### src/rtl/spm_product_receiver.sv
// Collects an LSB-first serial product, then double-dabbles its sign/magnitude into BCD.
// done follows the last bit by WIDTH+1 cycles; no backpressure, a new start aborts any work in flight.
module spm_product_receiver #(
    parameter int WIDTH  = 16,
    parameter int DIGITS = 5
) (
    input  logic                  clk,
    input  logic                  rst,
    input  logic                  clr,
    input  logic                  start,
    input  logic                  is_signed,
    input  logic                  bit_valid,
    input  logic                  bit_in,
    output logic                  busy,
    output logic                  done,
    output logic                  error,
    output logic [WIDTH-1:0]      product,
    output logic                  negative,
    output logic [4*DIGITS-1:0]   bcd
);

    localparam int CW = $clog2(WIDTH + 1);

    typedef enum logic [1:0] {IDLE, RECV, CONV, DONE} state_t;

    state_t                state, state_nxt;
    logic [CW-1:0]         cnt;
    logic [WIDTH-1:0]      shreg;
    logic [WIDTH-1:0]      mag;
    logic [4*DIGITS-1:0]   bcd_acc;
    logic [4*DIGITS-1:0]   bcd_adj;
    logic                  sgn;
    logic [WIDTH-1:0]      shreg_nxt;
    logic                  last_bit;
    logic                  conv_end;

    assign shreg_nxt = {bit_in, shreg[WIDTH-1:1]};
    assign last_bit  = (state == RECV) && bit_valid && (cnt == CW'(WIDTH - 1));
    // CONV holds one extra cycle after the last dabble step so DONE lands at L+WIDTH+1
    assign conv_end  = (state == CONV) && (cnt == CW'(WIDTH));
    assign busy      = (state == RECV) || (state == CONV);
    assign done      = (state == DONE);

    always_comb begin
        bcd_adj = bcd_acc;
        for (int d = 0; d < DIGITS; d++) begin
            if (bcd_acc[4*d +: 4] >= 4'd5)
                bcd_adj[4*d +: 4] = bcd_acc[4*d +: 4] + 4'd3;
        end
    end

    always_ff @(posedge clk or negedge rst) begin
        if (!rst) state <= IDLE;
        else      state <= state_nxt;
    end

    always_comb begin
        state_nxt = state;
        if (clr) begin
            state_nxt = IDLE;
        end else begin
            case (state)
                IDLE: if (start) state_nxt = RECV;
                RECV: if (start) state_nxt = RECV;
                      else if (last_bit) state_nxt = CONV;
                CONV: if (start) state_nxt = RECV;
                      else if (conv_end) state_nxt = DONE;
                DONE: state_nxt = start ? RECV : IDLE;
                default: state_nxt = IDLE;
            endcase
        end
    end

    always_ff @(posedge clk or negedge rst) begin
        if (!rst) begin
            cnt      <= '0;
            shreg    <= '0;
            mag      <= '0;
            bcd_acc  <= '0;
            sgn      <= 1'b0;
            error    <= 1'b0;
            product  <= '0;
            negative <= 1'b0;
            bcd      <= '0;
        end else if (clr) begin
            cnt      <= '0;
            shreg    <= '0;
            mag      <= '0;
            bcd_acc  <= '0;
            sgn      <= 1'b0;
            error    <= 1'b0;
            product  <= '0;
            negative <= 1'b0;
            bcd      <= '0;
        end else begin
            error <= start && ((state == RECV) || (state == CONV));
            if (start) begin
                cnt     <= '0;
                shreg   <= '0;
                mag     <= '0;
                bcd_acc <= '0;
                sgn     <= is_signed;
            end else begin
                case (state)
                    RECV: if (bit_valid) begin
                        shreg <= shreg_nxt;
                        if (last_bit) begin
                            cnt     <= '0;
                            bcd_acc <= '0;
                            mag     <= (sgn && bit_in) ? (~shreg_nxt + WIDTH'(1)) : shreg_nxt;
                        end else begin
                            cnt <= cnt + CW'(1);
                        end
                    end
                    CONV: if (conv_end) begin
                        product  <= shreg;
                        negative <= sgn & shreg[WIDTH-1];
                        bcd      <= bcd_acc;
                    end else begin
                        bcd_acc <= {bcd_adj[4*DIGITS-2:0], mag[WIDTH-1]};
                        mag     <= {mag[WIDTH-2:0], 1'b0};
                        cnt     <= cnt + CW'(1);
                    end
                    default: ;
                endcase
            end
        end
    end

endmodule

### config.mk
export PLATFORM = sky130hd
export DESIGN_NAME = spm_product_receiver
export DESIGN_NICKNAME = d
export VERILOG_FILES = /design/src/rtl/spm_product_receiver.sv
export SDC_FILE = /design/constraint.sdc
export NUM_CORES = 1
export LEC_CHECK = 0
export ABC_AREA = 0
export CAP_MARGIN = 20
export CORE_ASPECT_RATIO = 1.25
export CORE_MARGIN = 2
export CORE_UTILIZATION = 50
export CTS_BUF_LIST = sky130_fd_sc_hd__clkbuf_4 sky130_fd_sc_hd__clkbuf_8 sky130_fd_sc_hd__clkbuf_16
export CTS_CLUSTER_SIZE = 40
export DETAILED_ROUTE_END_ITERATION = 8
export PLACE_DENSITY = 0.75
export SKIP_LAST_GASP = 1
export SYNTH_ARGS = -nofsm -noshare
export SYNTH_HDL_FRONTEND = slang
export SYNTH_SLANG_ARGS = --single-unit
### constraint.sdc
create_clock -name clk -period 3.5 [get_ports clk]
set_input_delay 0.7 -clock clk [delete_from_list [all_inputs] [get_ports clk]]
set_output_delay 0.7 -clock clk [all_outputs]
set_load 0.05 [all_outputs]
* Word level (Yosys, flattened, before mapping)
Index checks and enable logic that the tools add are counted.
** Word-level totals
- Bits in registers :: 98
- Latch bits :: 0
- RAM bits :: 0
- ROM bits :: 0
- Input bits :: 7
- Output and inout bits :: 40
- Logic and storage cells :: 104
- Memories kept :: 0
** Cells by class
- $add $sub $neg :: 7
- Multiply operators :: 0
- Divide/modulo/power cells :: 0
- $lt $le $gt $ge :: 5
- Eq/ne operators :: 11
- Shift operators :: 0
- Mux-type cells :: 51
- Bitwise gates (word level) :: 2
- Reduce and logical (&&, ||, !) cells :: 18
** Operators with widths (count)
- 2-to-1 mux 16 bit :: 14
- 2-to-1 mux 20 bit :: 9
- one-hot mux 20 bit (2 select lines) :: 1
- one-hot mux 16 bit (2 select lines) :: 1
- 2-to-1 mux 5 bit :: 5
- >= comparator 4 x 3 -> 1 bit, second input constant :: 5
- adder 16 x 1 -> 16 bit, second input constant :: 1
- adder 4 x 2 -> 4 bit, second input constant :: 4
- 2-to-1 mux 4 bit :: 4
- != test 4 bit, second input constant :: 4
- NOT 16 bit :: 1
- 2-to-1 mux 2 bit :: 6
- one-hot mux 5 bit (2 select lines) :: 1
- AND reduction 3 bit :: 3
- 2-to-1 mux 1 bit :: 8
- one-hot mux 2 bit (4 select lines) :: 1
- nonzero test 2 bit :: 3
- nonzero test 3 bit :: 2
- adder 5 x 1 -> 5 bit, second input constant :: 1
- == test 5 x 4 -> 1 bit, second input constant :: 1
- == test 5 bit, second input constant :: 1
- logical AND 1 bit :: 5
- == test 2 bit, second input constant :: 2
- AND reduction 4 bit :: 1
- other kinds (10) :: 10

* Logic depth before layout (Yosys ltp)
Gate-level depths: netlist of run 1.
- Word-level depth :: 8
- Depth in mapped cells :: 9
- Mapped depth without buffers :: 8

* Worst setup path after synthesis of run 1
OpenSTA, ideal clock, no wires.
- Path type :: register to register
- Start point :: register state[0]
- End point :: register bcd_acc[12]
- Library setup time :: 0.077 ns
- Arrival time :: 2.005 ns
- Required time :: 3.423 ns
- Slack :: 1.417 ns
- Cell stages (with the launch flop) :: 7
- Buffers on the path :: 0
- Period minus slack after synthesis :: 2.083 ns
- Path through :: dfrtp_1 inv_1 ha_1 a21boi_4 a21oi_2 or4_1 o21ai_1
** Between the ends
- Cells in the longest elaborated chain, start to end :: 5
- Elaborated cells between the ends (all ways) :: 13
- Those cells by class :: eq/ne: 5; mux: 3; reduce/logical: 5
** Ends and longest elaborated chain
- from (decl) :: line 26 : state_t state, state_nxt;
- from (signal assigned) :: line 54 : else state <= state_nxt;
- == test 2 x 1 -> 1 bit :: line 38, 104
- logical AND 1 bit (2 in series) :: line 38 : assign last_bit = (state == RECV) && bit_valid && (cnt == CW'(WIDTH - 1));
- != test 4 bit (no source line)
- AND reduction 4 bit (no source line)
- to (signal assigned) :: line 120 : bcd_acc <= {bcd_adj[4*DIGITS-2:0], mag[WIDTH-1]};
- to (decl) :: line 30 : logic [4*DIGITS-1:0] bcd_acc;
Several ways; a longest one is shown, not always the timed one.
A chain may end at the register's enable or synchronous reset.

* Worst setup path in the final report of run 1
- Start point :: register state[0]
- End point :: output busy
** Between the ends
- Cells in the longest elaborated chain, start to end :: 2
- Elaborated cells between the ends (all ways) :: 3
- Those cells by class :: eq/ne: 2; reduce/logical: 1
** Ends and longest elaborated chain
- == test 2 x 1 -> 1 bit / == test 2 bit (equally long branches) :: line 41 : assign busy = (state == RECV) || (state == CONV);
- logical OR 1 bit * :: line 41
- to (decl) :: line 14 : output logic busy,
Every way passes the cells marked *; elsewhere a longest branch is shown, timed or not.

==> results by group, run 1 <==
Synth
  • Synth Net Count: 517
  • Synth cell types: 48
  • Dominant cell type by area after synthesis: dfrtp_1
  • Syn Area/Cell: 9.905 µm²
  • Mapped Area: 4873 µm²
  • Share of the synthesized area in the top cell type: 0.5032
  • Largest family of logic cells by synthesized area: compound AO/OA/AOI/OAI gates
  • Post-synth EDFFs: 0
  • Post-Synth Simple-Gate Area: 0.1404
  • Yosys Warn Count: 0
  • XOR/XNOR share of the synthesized area: 0.02875
  • Adder-Cell Fraction of Synth Area: 0.04621
  • Top_reg_cell synth: dfrtp_1
  • Synth cell count leaders: 98 x dfrtp_1, 76 x nand2_1, 43 x a21oi_1
  • Compound-cell area share of the yosys netlist: 0.2205
  • Count leader, synth: dfrtp_1
  • Seq/Total Area, Yosys: 0.5032
  • Fraction of registers with async set/reset: 1.000
  • Flops & latches, synth: 98
  • Largest cells by area after synthesis: dfrtp_1 50%, a22o_1 6.6%, nand2_1 5.9%
  • Mux contribution to synthesized area: 0.01438
  • Mapped Cells: 492

Clock tree
  • CTS Buffer Depth: 2
  • Clock transition at the registers of the reported paths: 0.08 ns
  • CTS tree: done
  • H-tree levels: 3
  • Total setup buffers inserted after CTS: 0
  • # resized after CTS: 0
  • CTS Sinks: 98
  • Clk_lat worst skew: 0.35 ns
  • Cts hold-fix bufs: 0
  • Clock root buffer: clkbuf_16
  • CTS Buf Count: 9

Place
  • Gpl congestion: 0.8007
  • # port buffers: 46
  • Post-place setup slack: 0.6947 ns
  • Placed wire-length estimate: 7206 µm

Drt
  • DRC viols: 0
  • ANT nets after route: 0
  • Drt first pass iters: 8
  • Vias per cell: 5.777
  • Wire per inst: 16.23 µm
  • Final WL: 10680 µm
  • Detailed-route via count: 3801
  • Iteration-0 DRC Markers: 202

Power and ir drop
  • Clk pwr share: 0.411
  • Comb pwr share: 0.091
  • Power Internal: 1693 µW
  • Power per standard cell area: 404.0 nW/µm²
  • Part of the power in registers: 0.497
  • P_sw: 620.5 µW
  • Sw frac: 0.2682
  • VDD IR max: 0.2571 mV
  • Tot Pwr: 2313 µW
  • Pleak: 0.002425 µW

Cells and area
  • Ant diodes: 0
  • Layout cell share with drive strength beyond 1: 0.07143
  • Area Growth Syn to Fin: 17.48%
  • Nets: 552
  • Post-Route Utilization: 0.5990

Setup path
  • CP required: 2.80 ns
  • Worst Setup Start Kind: flop
  • CP max FO: 5
  • Worst Setup End Kind: output pin
  • Crit path DAT: 2.03 ns
  • Kind of critical path: flop to output pin

Global route
  • Initial antenna violation count: 0
  • Total track usage: 0.2164
  • Total grt overflow: 0
  • Largest net degree at the start of global routing: 50
  • Vias in the first global route: 3831
  • Global-route wire length before repair: 18330 µm

Floorplanning
  • Site Rows: 40
  • Die Area: 10560 µm²
  • Die W: 92.31 µm
  • IO Count: 47
  • Total core area: 9559 µm²
  • Initial core utilization: 0.5098
  • Die Span Y: 114.4 µm

Timing
  • Clock period minus final worst setup slack: 2.728 ns
  • Final period util: 0.7794
  • Setup TNS: 0 ns
  • RSZ-0062 raised after global routing: false
  • Hold Violations, Final: 0
  • FMAX: 366.6 MHz
  • Slew at the pin with the worst max-slew slack: 0.6568 ns
  • Final worst slack: 0.7721 ns
  • Final setup vio count: 0
  • Relative slew slack: 0.5608
  • Slew Limit Fails: 0
  • Layout Skew: 0.01032 ns

Hold path
  • HP Class: input pin to async pin

Run
  • Max-Cap Viols: 0

Run status
  • Status: completed
[critical path, cell delays in order (launching register included)]
cell	delay, ns
dfrtp_1	0.44
inv_1	0.09
ha_1	0.32
clkdlybuf4s50_1	0.82
[stage by stage]
stage | instances | cell area (µm²) | hold WS, ns
final | 658 | 5725 | 0.3771
after global routing | 658 | 5725 | 0.4136
after CTS | 658 | 5725 | 0.3999
after detailed placement | 642 | 5440 | 0.4714
after global placement | 642 | 5440 | 0.4605
after floorplan | 492 | 4873 | 0.4044
[per-layer routing]
| layer | up-vias | global-route usage | wire [µm] |
|---|---|---|---|
| li1 | 1821 | - | - |
| met1 | 1872 | 0.2810 | 4699 |
| met2 | 96 | 0.3703 | 5432 |
| met3 | 12 | 0.03226 | 391 |
| met4 | 0 | 0.07662 | 155 |
| met5 | - | 0 | 0 |
[worst paths after layout]
check	from	end	slack (ns)	depth (start not counted)
setup / recovery	state[0]	busy	0.77	3
hold / removal	rst	bcd_acc[15]	0.38	1
min in group clk	mag[13]	mag[13]	0.49	2
hold reg to reg	mag[13]	mag[13]	0.49	2
setup reg to reg	state[0]	cnt[3]	1.17	7
max in group asynchronous	rst	product[7]	2.34	2
[cells in the final DEF, fill, tap and decap left out, drive strengths merged, types with 4 or more instances in the layout]
master,instances
or4,5
inv,26
a32o,6
a31oi,4
dfrtp,98
o31ai,18
o21ai,23
a22o,37
nor2,23
nand2b,9
clkbuf,9
clkdlybuf4s50,45
xnor2,8
xor2,8
a21oi,45
nor3,6
nand2,76
o22ai,8
ha,18
buf,12
mux2i,7
[registers in the layout (all words and copies together), names as in the netlist]
| name | count |
|---|---|
| bcd | 20 |
| bcd_acc | 20 |
| mag | 16 |
| product | 16 |
| shreg | 16 |
| cnt | 5 |
| state | 2 |
| error | 1 |
| negative | 1 |
| sgn | 1 |
[cell families after synthesis]
logic type | after synthesis
buffers and inverters | 56
AO/OA/AOI/OAI | 156
XOR/XNOR | 16
multiplexers | 7
adder cells (fa/ha/maj) | 18
AND/OR/NAND/NOR | 141
flip-flops | 98
[power groups by stage]
stage	clock network (µW)	logic (µW)	registers (µW)
after global routing	1020	234	1150
after detailed placement	0	213	1170
after CTS	963	214	1150
after global placement	0	209	1170
final	952	211	1150
after floorplan	0	134	1170
[final cells by class]
cell class                      count  area (µm²)
Clock buffer                        9       225.2
Clock inverter                      7       60.06
Fill cell                         795        3834
Inverter                           23       86.33
Multi-Input combinational cell    338        2203
Sequential cell                    98        2452
Tap cell                          126       157.7
Timing Repair Buffer               57       540.5
(Power assumes the default switching activity.)
==> inputs of run 2 (changes only) <==
- PLACE_DENSITY: 0.75 -> 0.78
- clock period: 3.5 -> 2.5 ns (I/O delays scaled with it)
==> results by group, run 2 (synthesis results as in run 1) <==
Run status
  • Status: completed

Floorplanning
  • Total core area: 9559 µm²
  • Initial core utilization: 0.5098
  • IO Count: 47
  • Die Span Y: 114.4 µm
  • Die Area: 10560 µm²
  • Die W: 92.31 µm
  • Site Rows: 40

Drt
  • Final WL: 10460 µm
  • Wire per inst: 15.82 µm
  • Drt first pass iters: 4
  • Iteration-0 DRC Markers: 206
  • Detailed-route via count: 3795
  • Vias per cell: 5.741
  • ANT nets after route: 0
  • DRC viols: 0

Timing
  • Layout Skew: 0.006940 ns
  • RSZ-0062 raised after global routing: false
  • Relative slew slack: 0.5944
  • Setup TNS: 0 ns
  • Slew Limit Fails: 0
  • Final worst slack: 0.2457 ns
  • Final setup vio count: 0
  • Hold Slack: 0.1762 ns
  • Final period util: 0.9017
  • FMAX: 443.6 MHz
  • Clock period minus final worst setup slack: 2.254 ns
  • Slew at the pin with the worst max-slew slack: 0.6084 ns
  • Hold Violations, Final: 0

Clock tree
  • # resized after CTS: 0
  • Total setup buffers inserted after CTS: 0
  • Cts hold-fix bufs: 0
  • H-tree levels: 3
  • CTS Buf Count: 9
  • CTS tree: done
  • Clock root buffer: clkbuf_16
  • Clock transition at the registers of the reported paths: 0.07 ns
  • CTS Sinks: 98
  • Clk_lat worst skew: 0.34 ns
  • CTS Buffer Depth: 2

Setup path
  • Kind of critical path: flop to flop
  • RR Startpoint: state[0]
  • Reg-to-reg slack, setup: 0.25 ns
  • Worst Setup End Kind: flop
  • FF-to-FF path depth: 8
  • Worst Setup Start Kind: flop
  • Crit path DAT: 2.51 ns
  • CP required: 2.76 ns
  • CP max FO: 36
  • FF-to-FF End: bcd_acc[8]

Cells and area
  • Layout cell share with drive strength beyond 1: 0.07850
  • Seq. cell area: 2452 µm²
  • Most common cell after layout, fill and taps aside: dfrtp_1
  • Ant diodes: 0
  • Fillers: 763
  • Most frequent cells in the layout: 98 x dfrtp_1, 76 x nand2_1, 44 x clkdlybuf4s50_1
  • Area of the multi-input gates: 2208 µm²
  • Top flop regs: bcd (20), bcd_acc (20)
  • Area Growth Syn to Fin: 19.46%
  • Nets: 557

Place
  • Gpl congestion: 0.8307
  • Post-place setup slack: 0.009230 ns
  • Placed wire-length estimate: 7146 µm
  • # port buffers: 46

Global route
  • Global-route wire length before repair: 17440 µm
  • Largest net degree at the start of global routing: 48
  • Total grt overflow: 0
  • Initial antenna violation count: 0
  • Total track usage: 0.2079
  • Vias in the first global route: 3611

Power and ir drop
  • Tot Pwr: 3378 µW
  • Pleak: 0.002483 µW
  • VDD IR max: 0.4011 mV
  • Power per standard cell area: 580.3 nW/µm²

Run
  • Max-Cap Viols: 0

Hold path
  • HP Class: input pin to async pin
-- run 2: cell types whose count changed in the layout (fill, tap and decap cells not counted), sizes merged, moves of 2 or more --
cell / change
buf: +6
bufinv: +2
clkinvlp: -3
inv: -3
-- run 2: area by class of cell --
class / count / area share
flip-flops and latches: 98 / 0.4212
clock inverters: 4 / 0.01332
repair buffers: 62 / 0.1032
multi-input cells: 338 / 0.3793
inverters: 23 / 0.01483
well taps: 126 / 0.02708
clock buffers: 10 / 0.04105
-- run 2: power breakdown --
| group | internal, µW | switching, µW |
|---|---|---|
| sequential | 1600 | 13.8 |
| clock | 896 | 565 |
| combinational | 95.0 | 211 |
| total | 2590 | 790 |
-- run 2: worst max path at each step --
stage | start | endpoint | slack, ns
2_1_floorplan | state[0] | bcd_acc[12] | 0.42
3_3_place_gp | start | bcd[0] | 0.04
3_5_place_dp | start | bcd[0] | 0.009
4_1_cts | cnt[0] | bcd[0] | 0.11
5_1_grt | state[0] | bcd_acc[8] | 0.13
6_report | state[0] | bcd_acc[8] | 0.25
-- run 2: per-stage QoR --
step / instance area (µm²) / instances / utilization
global route: 5822 / 661 / 0.6090
floorplan: 4873 / 492 / -
global placement: 5500 / 647 / 0.5754
finish: 5822 / 661 / 0.6090
CTS: 5817 / 661 / 0.6085
detailed placement: 5500 / 647 / 0.5754
-- run 2: routing by layer --
metal / track usage / wire length [µm]
met1: 0.2759 / 4748
met2: 0.3436 / 5168
met3: 0.03489 / 378
met4: 0.07861 / 164
met5: 0 / 0
-- run 2: critical path: stages, from the launching register on --
cell and delay [ns]:
dfrtp_1 0.42, inv_1 0.09, ha_1 0.22, buf_4 0.26, a21boi_4 0.23, a21oi_2 0.11
buf_12 0.17, or4_1 0.53, o21ai_1 0.13
